==> src/rtl/sram_stream_fetch_pkg.sv <==
// Shared types and defaults for the SRAM stream prefetcher.
// Fetch FSM states plus parameter defaults used by the top level.
package sram_stream_fetch_pkg;

   typedef enum logic [2:0] {
      IDLE,
      ADDR,
      WAIT,
      CAPT,
      FULL,
      DRAIN
   } fetch_state_t;

   localparam int ADDR_W_DEF     = 19;
   localparam int DATA_W_DEF     = 8;
   localparam int FIFO_DEPTH_DEF = 4;
   localparam int RD_WAIT_DEF    = 1;

endpackage

==> src/rtl/sram_stream_fetch_fifo.sv <==
// Small synchronous FIFO with a registered head byte.
// Push and pop may coincide at any fill level; pops on empty are dropped.
module sync_fifo #(
   parameter int DATA_W = 8,
   parameter int DEPTH  = 4,
   localparam int PW    = $clog2(DEPTH),
   localparam int CW    = PW + 1
) (
   input  logic              clk_i,
   input  logic              rst_i,
   input  logic              flush_i,
   input  logic              push_i,
   input  logic [DATA_W-1:0] din_i,
   input  logic              pop_i,
   output logic [DATA_W-1:0] dout_o,
   output logic              empty_o,
   output logic [CW-1:0]     count_o
);

   logic [DATA_W-1:0] mem_q [DEPTH];
   logic [PW-1:0]     rd_q, rd_d;
   logic [PW-1:0]     wr_q, wr_d;
   logic [CW-1:0]     cnt_q, cnt_d;
   logic [DATA_W-1:0] dout_q, dout_d;
   logic              full;
   logic              pop_eff;
   logic              push_eff;

   assign empty_o  = (cnt_q == '0);
   assign full     = (cnt_q == CW'(DEPTH));
   assign pop_eff  = pop_i && !empty_o && !flush_i;
   assign push_eff = push_i && !flush_i && (!full || pop_eff);
   assign dout_o   = dout_q;
   assign count_o  = cnt_q;

   always_comb begin
      rd_d   = rd_q;
      wr_d   = wr_q;
      cnt_d  = cnt_q;
      dout_d = dout_q;
      if (flush_i) begin
         rd_d  = '0;
         wr_d  = '0;
         cnt_d = '0;
      end else begin
         if (push_eff) wr_d = wr_q + PW'(1);
         if (pop_eff)  rd_d = rd_q + PW'(1);
         cnt_d = cnt_q + CW'(push_eff) - CW'(pop_eff);
         // Head comes from storage, or straight from din when it becomes the only entry
         if (pop_eff && cnt_q > CW'(1))
            dout_d = mem_q[rd_q + PW'(1)];
         else if (push_eff && cnt_q == CW'(pop_eff))
            dout_d = din_i;
      end
   end

   always_ff @(posedge clk_i) begin
      if (push_eff) mem_q[wr_q] <= din_i;
   end

   always_ff @(posedge clk_i or posedge rst_i) begin
      if (rst_i) begin
         rd_q   <= '0;
         wr_q   <= '0;
         cnt_q  <= '0;
         dout_q <= '0;
      end else begin
         rd_q   <= rd_d;
         wr_q   <= wr_d;
         cnt_q  <= cnt_d;
         dout_q <= dout_d;
      end
   end

endmodule

==> src/rtl/sram_stream_fetch.sv <==
// Sequential async-SRAM reader feeding a prefetch FIFO.
// Supports wrap-around playback, abort, and underrun flagging.
module sram_stream_fetch
   import sram_stream_fetch_pkg::*;
#(
   parameter int ADDR_W     = ADDR_W_DEF,
   parameter int DATA_W     = DATA_W_DEF,
   parameter int FIFO_DEPTH = FIFO_DEPTH_DEF,
   parameter int RD_WAIT    = RD_WAIT_DEF
) (
   input  logic              clk,
   input  logic              reset,
   input  logic              start,
   input  logic              stop,
   input  logic              repeat_en,
   input  logic [ADDR_W-1:0] end_address,
   output logic [ADDR_W-1:0] sram_addr,
   output logic              sram_cen,
   output logic              sram_oen,
   input  logic [DATA_W-1:0] sram_data_in,
   input  logic              pop,
   output logic [DATA_W-1:0] dout,
   output logic              dout_valid,
   output logic              busy,
   output logic              done,
   output logic              underrun
);

   localparam int CW = $clog2(FIFO_DEPTH) + 1;

   fetch_state_t      state_q, state_d;
   logic [ADDR_W-1:0] addr_q, addr_d;
   logic [ADDR_W-1:0] end_q, end_d;
   logic [7:0]        wcnt_q, wcnt_d;
   logic [DATA_W-1:0] cap_q, cap_d;
   logic              push_q, push_d;
   logic              under_q, under_d;

   logic              flush;
   logic              f_empty;
   logic [CW-1:0]     f_count;
   logic              pop_eff;
   logic [CW:0]       lvl;
   logic              last;
   logic              rd_active;

   sync_fifo #(
      .DATA_W (DATA_W),
      .DEPTH  (FIFO_DEPTH)
   ) u_fifo (
      .clk_i   (clk),
      .rst_i   (reset),
      .flush_i (flush),
      .push_i  (push_q),
      .din_i   (cap_q),
      .pop_i   (pop),
      .dout_o  (dout),
      .empty_o (f_empty),
      .count_o (f_count)
   );

   // Fill level once the pending capture lands and this cycle's pop retires
   assign pop_eff   = pop && !f_empty;
   assign lvl       = {1'b0, f_count} + (CW+1)'(push_q) - (CW+1)'(pop_eff);
   assign last      = (addr_q == end_q);
   assign rd_active = (state_q == ADDR) || (state_q == WAIT) || (state_q == CAPT);

   assign sram_addr  = addr_q;
   assign sram_cen   = !rd_active;
   assign sram_oen   = !rd_active;
   assign dout_valid = !f_empty;
   assign busy       = (state_q != IDLE) || !f_empty || push_q;
   assign underrun   = under_q;

   always_comb begin
      state_d = state_q;
      addr_d  = addr_q;
      end_d   = end_q;
      wcnt_d  = wcnt_q;
      cap_d   = cap_q;
      push_d  = 1'b0;
      under_d = under_q | (pop && f_empty && busy);
      flush   = 1'b0;
      done    = 1'b0;
      if (stop) begin
         state_d = IDLE;
         flush   = 1'b1;
      end else begin
         unique case (state_q)
            IDLE: begin
               if (start) begin
                  addr_d  = '0;
                  end_d   = end_address;
                  under_d = 1'b0;
                  state_d = ADDR;
               end
            end
            ADDR: begin
               wcnt_d  = '0;
               state_d = (RD_WAIT == 0) ? CAPT : WAIT;
            end
            WAIT: begin
               if (wcnt_q == 8'(RD_WAIT - 1)) state_d = CAPT;
               else                           wcnt_d  = wcnt_q + 8'd1;
            end
            CAPT: begin
               cap_d  = sram_data_in;
               push_d = 1'b1;
               if (last && !repeat_en) begin
                  state_d = DRAIN;
               end else begin
                  addr_d  = last ? '0 : addr_q + ADDR_W'(1);
                  state_d = (lvl >= (CW+1)'(FIFO_DEPTH - 1)) ? FULL : ADDR;
               end
            end
            FULL: begin
               if (lvl < (CW+1)'(FIFO_DEPTH)) state_d = ADDR;
            end
            DRAIN: begin
               if (f_empty && !push_q) begin
                  done    = 1'b1;
                  state_d = IDLE;
               end
            end
            default: state_d = IDLE;
         endcase
      end
   end

   always_ff @(posedge clk or posedge reset) begin
      if (reset) begin
         state_q <= IDLE;
         addr_q  <= '0;
         end_q   <= '0;
         wcnt_q  <= '0;
         cap_q   <= '0;
         push_q  <= 1'b0;
         under_q <= 1'b0;
      end else begin
         state_q <= state_d;
         addr_q  <= addr_d;
         end_q   <= end_d;
         wcnt_q  <= wcnt_d;
         cap_q   <= cap_d;
         push_q  <= push_d;
         under_q <= under_d;
      end
   end

endmodule

==> config.mk <==
export PLATFORM = sky130hd
export DESIGN_NAME = sram_stream_fetch
export DESIGN_NICKNAME = d
export VERILOG_FILES = /design/src/rtl/sram_stream_fetch_pkg.sv /design/src/rtl/sram_stream_fetch_fifo.sv /design/src/rtl/sram_stream_fetch.sv
export SDC_FILE = /design/constraint.sdc
export NUM_CORES = 1
export LEC_CHECK = 0
export BUFFER_PORTS_ARGS = -buffer_cell sky130_fd_sc_hd__buf_2
export CORE_MARGIN = 10
export CORE_UTILIZATION = 54
export DETAILED_ROUTE_END_ITERATION = 8
export PLACE_DENSITY = 0.87
export SLEW_MARGIN = 20
export SYNTH_ARGS = -nofsm -noshare
export SYNTH_HDL_FRONTEND = slang
export SYNTH_SLANG_ARGS = --single-unit
==> constraint.sdc <==
create_clock -name clk -period 3.8 [get_ports clk]
set_clock_uncertainty 0.2 [all_clocks]
set_input_delay 0.38 -clock clk [delete_from_list [all_inputs] [get_ports clk]]
set_output_delay 0.38 -clock clk [all_outputs]
set_load 0.03 [all_outputs]
==> insert_results.sql <==
INSERT INTO impl_metrics (metric_group, metric, value, unit) VALUES
('run_status', 'run_status', 'completed', ''),
('synthesis', 'synth-seq-cells', '106', ''),
('synthesis', 'post_synth_inst_count', '431', ''),
('critical_path', 'worst_path_most_repeated_cell', 'sky130_fd_sc_hd__inv_1', ''),
('clock_tree', 'cts-resized-gates', '0', ''),
('detailed_routing', 'dr_total_vias', '3666', ''),
('clock_tree', 'max-clock-path-buffers', '2', ''),
('grt', 'grt_pass1_vias', '3816', ''),
('floorplan', 'chipHeight', '118', 'µm'),
('grt', 'grt_max_degree', '46', ''),
('clock_tree', 'cts_root_buffer', 'sky130_fd_sc_hd__clkbuf_8', ''),
('clock_tree', 'clock_latency', '0.37', 'ns'),
('timing', 'fmax', '294', 'MHz'),
('timing', 'timing.final.setup_violations', '0', ''),
('synthesis', 'synth-main-ff-cell', 'sky130_fd_sc_hd__dfrtp_1', ''),
('critical_path', 'regToRegStartpoint', 'u_fifo.count_o[1]$_DFF_PP0_', ''),
('floorplan', 'core_ar', '9330', 'µm²'),
('placed_design', 'place.detailed.instances', '611', ''),
('clock_tree', 'clk_pin_slew_worst_paths', '0.12', 'ns'),
('placed_design', 'numPortBuffers', '65', ''),
('detailed_routing', 'dr.first_iter.drc_count', '263', ''),
('timing', 'final-max-slew-violation-count', '0', ''),
('synthesis', 'number_of_different_library_cells_in_the_post_synthesis_netlist', '56', ''),
('layout', 'n_antenna_cell', '0', ''),
('pwr', 'internal_power', '2.20', 'mW'),
('synthesis', 'ys_seq_area_frac', '0.540', ''),
('synthesis', 'netlist_area', '5210', 'µm²'),
('timing', 'report.final.hold_viol_count', '0', ''),
('synthesis', 'yosys_top_cell_by_area', 'sky130_fd_sc_hd__dfrtp_1', ''),
('critical_path', 'timing.critical_path.slowest_stage_cell', 'sky130_fd_sc_hd__dfrtp_1', ''),
('grt', 'grt_first_pass_wirelength', '18700', 'µm'),
('floorplan', 'dieWidth', '118', 'µm'),
('min_path', 'hold_path_class', 'input pin to flip-flop', ''),
('timing', 'rsz0062_at_grt', 'no', ''),
('pwr', 'power_frac_clock', '0.191', ''),
('placed_design', 'gpl.final_weighted_congestion', '0.927', ''),
('critical_path', 'crit_start', 'u_fifo.count_o[1]$_DFF_PP0_', ''),
('detailed_routing', 'drt_wl_total', '11300', 'µm'),
('pwr', 'power_frac_seq', '0.477', ''),
('pwr', 'ir_worst_vdd', '0.317', 'mV'),
('synthesis', 'netlist_top_cells_area', 'sky130_fd_sc_hd__dfrtp_1 (36%), sky130_fd_sc_hd__edfxtp_1 (18%), sky130_fd_sc_hd__mux2_2 (5.8%)', ''),
('grt', 'grt_antenna_before_repair', '0', ''),
('floorplan', 'floorplan.initialDensity', '0.559', ''),
('pwr', 'net-switching-power', '1.35', 'mW'),
('job', 'timing.max_cap.violations', '0', ''),
('clock_tree', 'numCtsBuffers', '9', ''),
('synthesis', 'syn-mean-instance-area', '12.1', 'µm²'),
('layout', 'post_layout_nonfiller_instances', '628', ''),
('detailed_routing', 'drt.antenna.violating_nets', '0', ''),
('detailed_routing', 'detail_route.vias_per_cell', '5.84', ''),
('pwr', 'power.share.switching', '0.379', ''),
('synthesis', 'synth_enable_flop_cells', '32', ''),
('min_path', 'worstHoldStart', 'sram_data_in[3]', ''),
('pwr', 'cellLeakagePower', '2.48', 'nW'),
('timing', 'final.setup.tns', '0', 'ns'),
('layout', 'flow.area_growth_from_synthesis', '12.2', '%'),
('timing', 'tightest_pin_transition', '0.659', 'ns'),
('critical_path', 'required', '3.90', 'ns'),
('floorplan', 'die_area', '14000', 'µm²'),
('clock_tree', 'clkSinkCount', '106', ''),
('clock_tree', 'htree_num_levels', '3', ''),
('synthesis', 'synth-async-reset-ratio', '0.698', ''),
('pwr', 'combPwrFrac', '0.333', ''),
('critical_path', 'cp_max_fo', '6', ''),
('layout', 'fraction_of_layout_cells_with_a_size_suffix_above_1', '0.265', ''),
('pwr', 'pwr_density_cell', '607', 'nW/µm²'),
('critical_path', 'worst_setup_path_start_kind', 'flip-flop', ''),
('synthesis', 'synthDominantCellAreaShare', '0.355', ''),
('grt', 'groute.usage.overall', '0.162', ''),
('layout', 'fin_nets', '544', ''),
('critical_path', 'timing.setup.critical_path_class', 'flip-flop to flip-flop', '');
-- final timing paths --
check | endpoint | slack (ns) | depth (start not counted)
worst min-delay path | cap_q[3]$_DFFE_PP0P_ | 0.03 | 2
worst max register to register | state_q[0]$_DFFE_PP0P_ | 0.40 | 12
min in group asynchronous | end_q[14]$_DFFE_PP0P_ | 0.44 | 3
worst min register to register | u_fifo.dout_o[1]$_DFFE_PP0P_ | 0.29 | 2
max in group asynchronous | u_fifo.count_o[2]$_DFF_PP0_ | 1.93 | 4
worst max-delay path | state_q[0]$_DFFE_PP0P_ | 0.40 | 12
-- worst max-delay path, delay by kind of cell, from the launching register on --
kind	cells	cell delay, ns
AOI/OAI and AO/OA	3	0.94
adders and majority gates	3	0.81
buffers and inverters	3	0.19
DFF	1	0.48
and+or+nand+nor	3	0.71
-- what timing repair did --
action,4_1_cts,5_1_grt
hold endpoints to repair,29,0
setup buffers,0,0
hold buffers,1,0
-- synthesized netlist by cell type, types with 6 or more instances --
cell type / n
sky130_fd_sc_hd__nand2_1: 33
sky130_fd_sc_hd__nor3_1: 8
sky130_fd_sc_hd__dfrtp_1: 74
sky130_fd_sc_hd__mux4_2: 8
sky130_fd_sc_hd__xor2_1: 11
sky130_fd_sc_hd__ha_1: 15
sky130_fd_sc_hd__o21ai_0: 18
sky130_fd_sc_hd__buf_2: 6
sky130_fd_sc_hd__nand4_1: 9
sky130_fd_sc_hd__mux2i_1: 9
sky130_fd_sc_hd__nor2_1: 26
sky130_fd_sc_hd__inv_1: 19
sky130_fd_sc_hd__mux2_2: 27
sky130_fd_sc_hd__a22o_1: 6
sky130_fd_sc_hd__nand3_1: 16
sky130_fd_sc_hd__xnor2_1: 21
sky130_fd_sc_hd__edfxtp_1: 32
-- per-layer routing --
| layer | share of wire | vias up | track usage | wire length (µm) |
|---|---|---|---|---|
| li1 | - | 1675 | - | - |
| met1 | 0.41 | 1800 | 0.194 | 4600 |
| met2 | 0.49 | 166 | 0.272 | 5550 |
| met3 | 0.082 | 25 | 0.0438 | 923 |
| met4 | 0.019 | 0 | 0.0649 | 214 |
| met5 | 0 | - | 0 | 0 |
-- state kept, by name, indices dropped and copies added (netlist names), 3 cells and up --
name,count
u_fifo.mem_q,32
end_q,19
sram_addr,19
cap_q,8
u_fifo.dout_o,8
wcnt_q,8
state_q,3
u_fifo.count_o,3
-- cells by family (layout without fill, tap and decap cells) --
kind of cell,Yosys count,after routing,share of synthesized area
AOI/OAI and AO/OA,62,62,0.0848
muxes,44,44,0.110
adders and majority gates,17,17,0.0437
buffers and inverters,37,105,0.0317
DFF,106,106,0.540
and+or+nand+nor,133,133,0.136
xor gates and xnor gates,32,32,0.0538
-- power by group through the flow --
stage	combinational, mW	sequential (mW)	clock [mW]
finish	1.18	1.69	0.677
global route	1.29	1.73	0.742
floorplan	0.844	1.74	0
CTS	1.19	1.70	0.690
global placement	1.13	1.69	0
detailed placement	1.18	1.72	0
-- final cells by class --
class,instances,area [µm²]
fillers,703,3480
flip-flops and latches,106,2810
multi-input cells,288,2240
repair buffers,70,365
well taps,129,161
clock buffers,9,124
clock inverters,7,72.6
inverters,19,71.3
-- through the flow --
step                      power, mW  utilization  worst slack, ns  area (µm²)
after floorplan                2.58            -            0.568        5210
after global placement         2.82        0.605            0.703        5640
after detailed placement       2.90        0.605            0.482        5640
after CTS                      3.58        0.627            0.469        5850
after global routing           3.77        0.627            0.259        5850
final                          3.55        0.627            0.404        5850
Note: power is estimated with default switching activity, not from simulation.
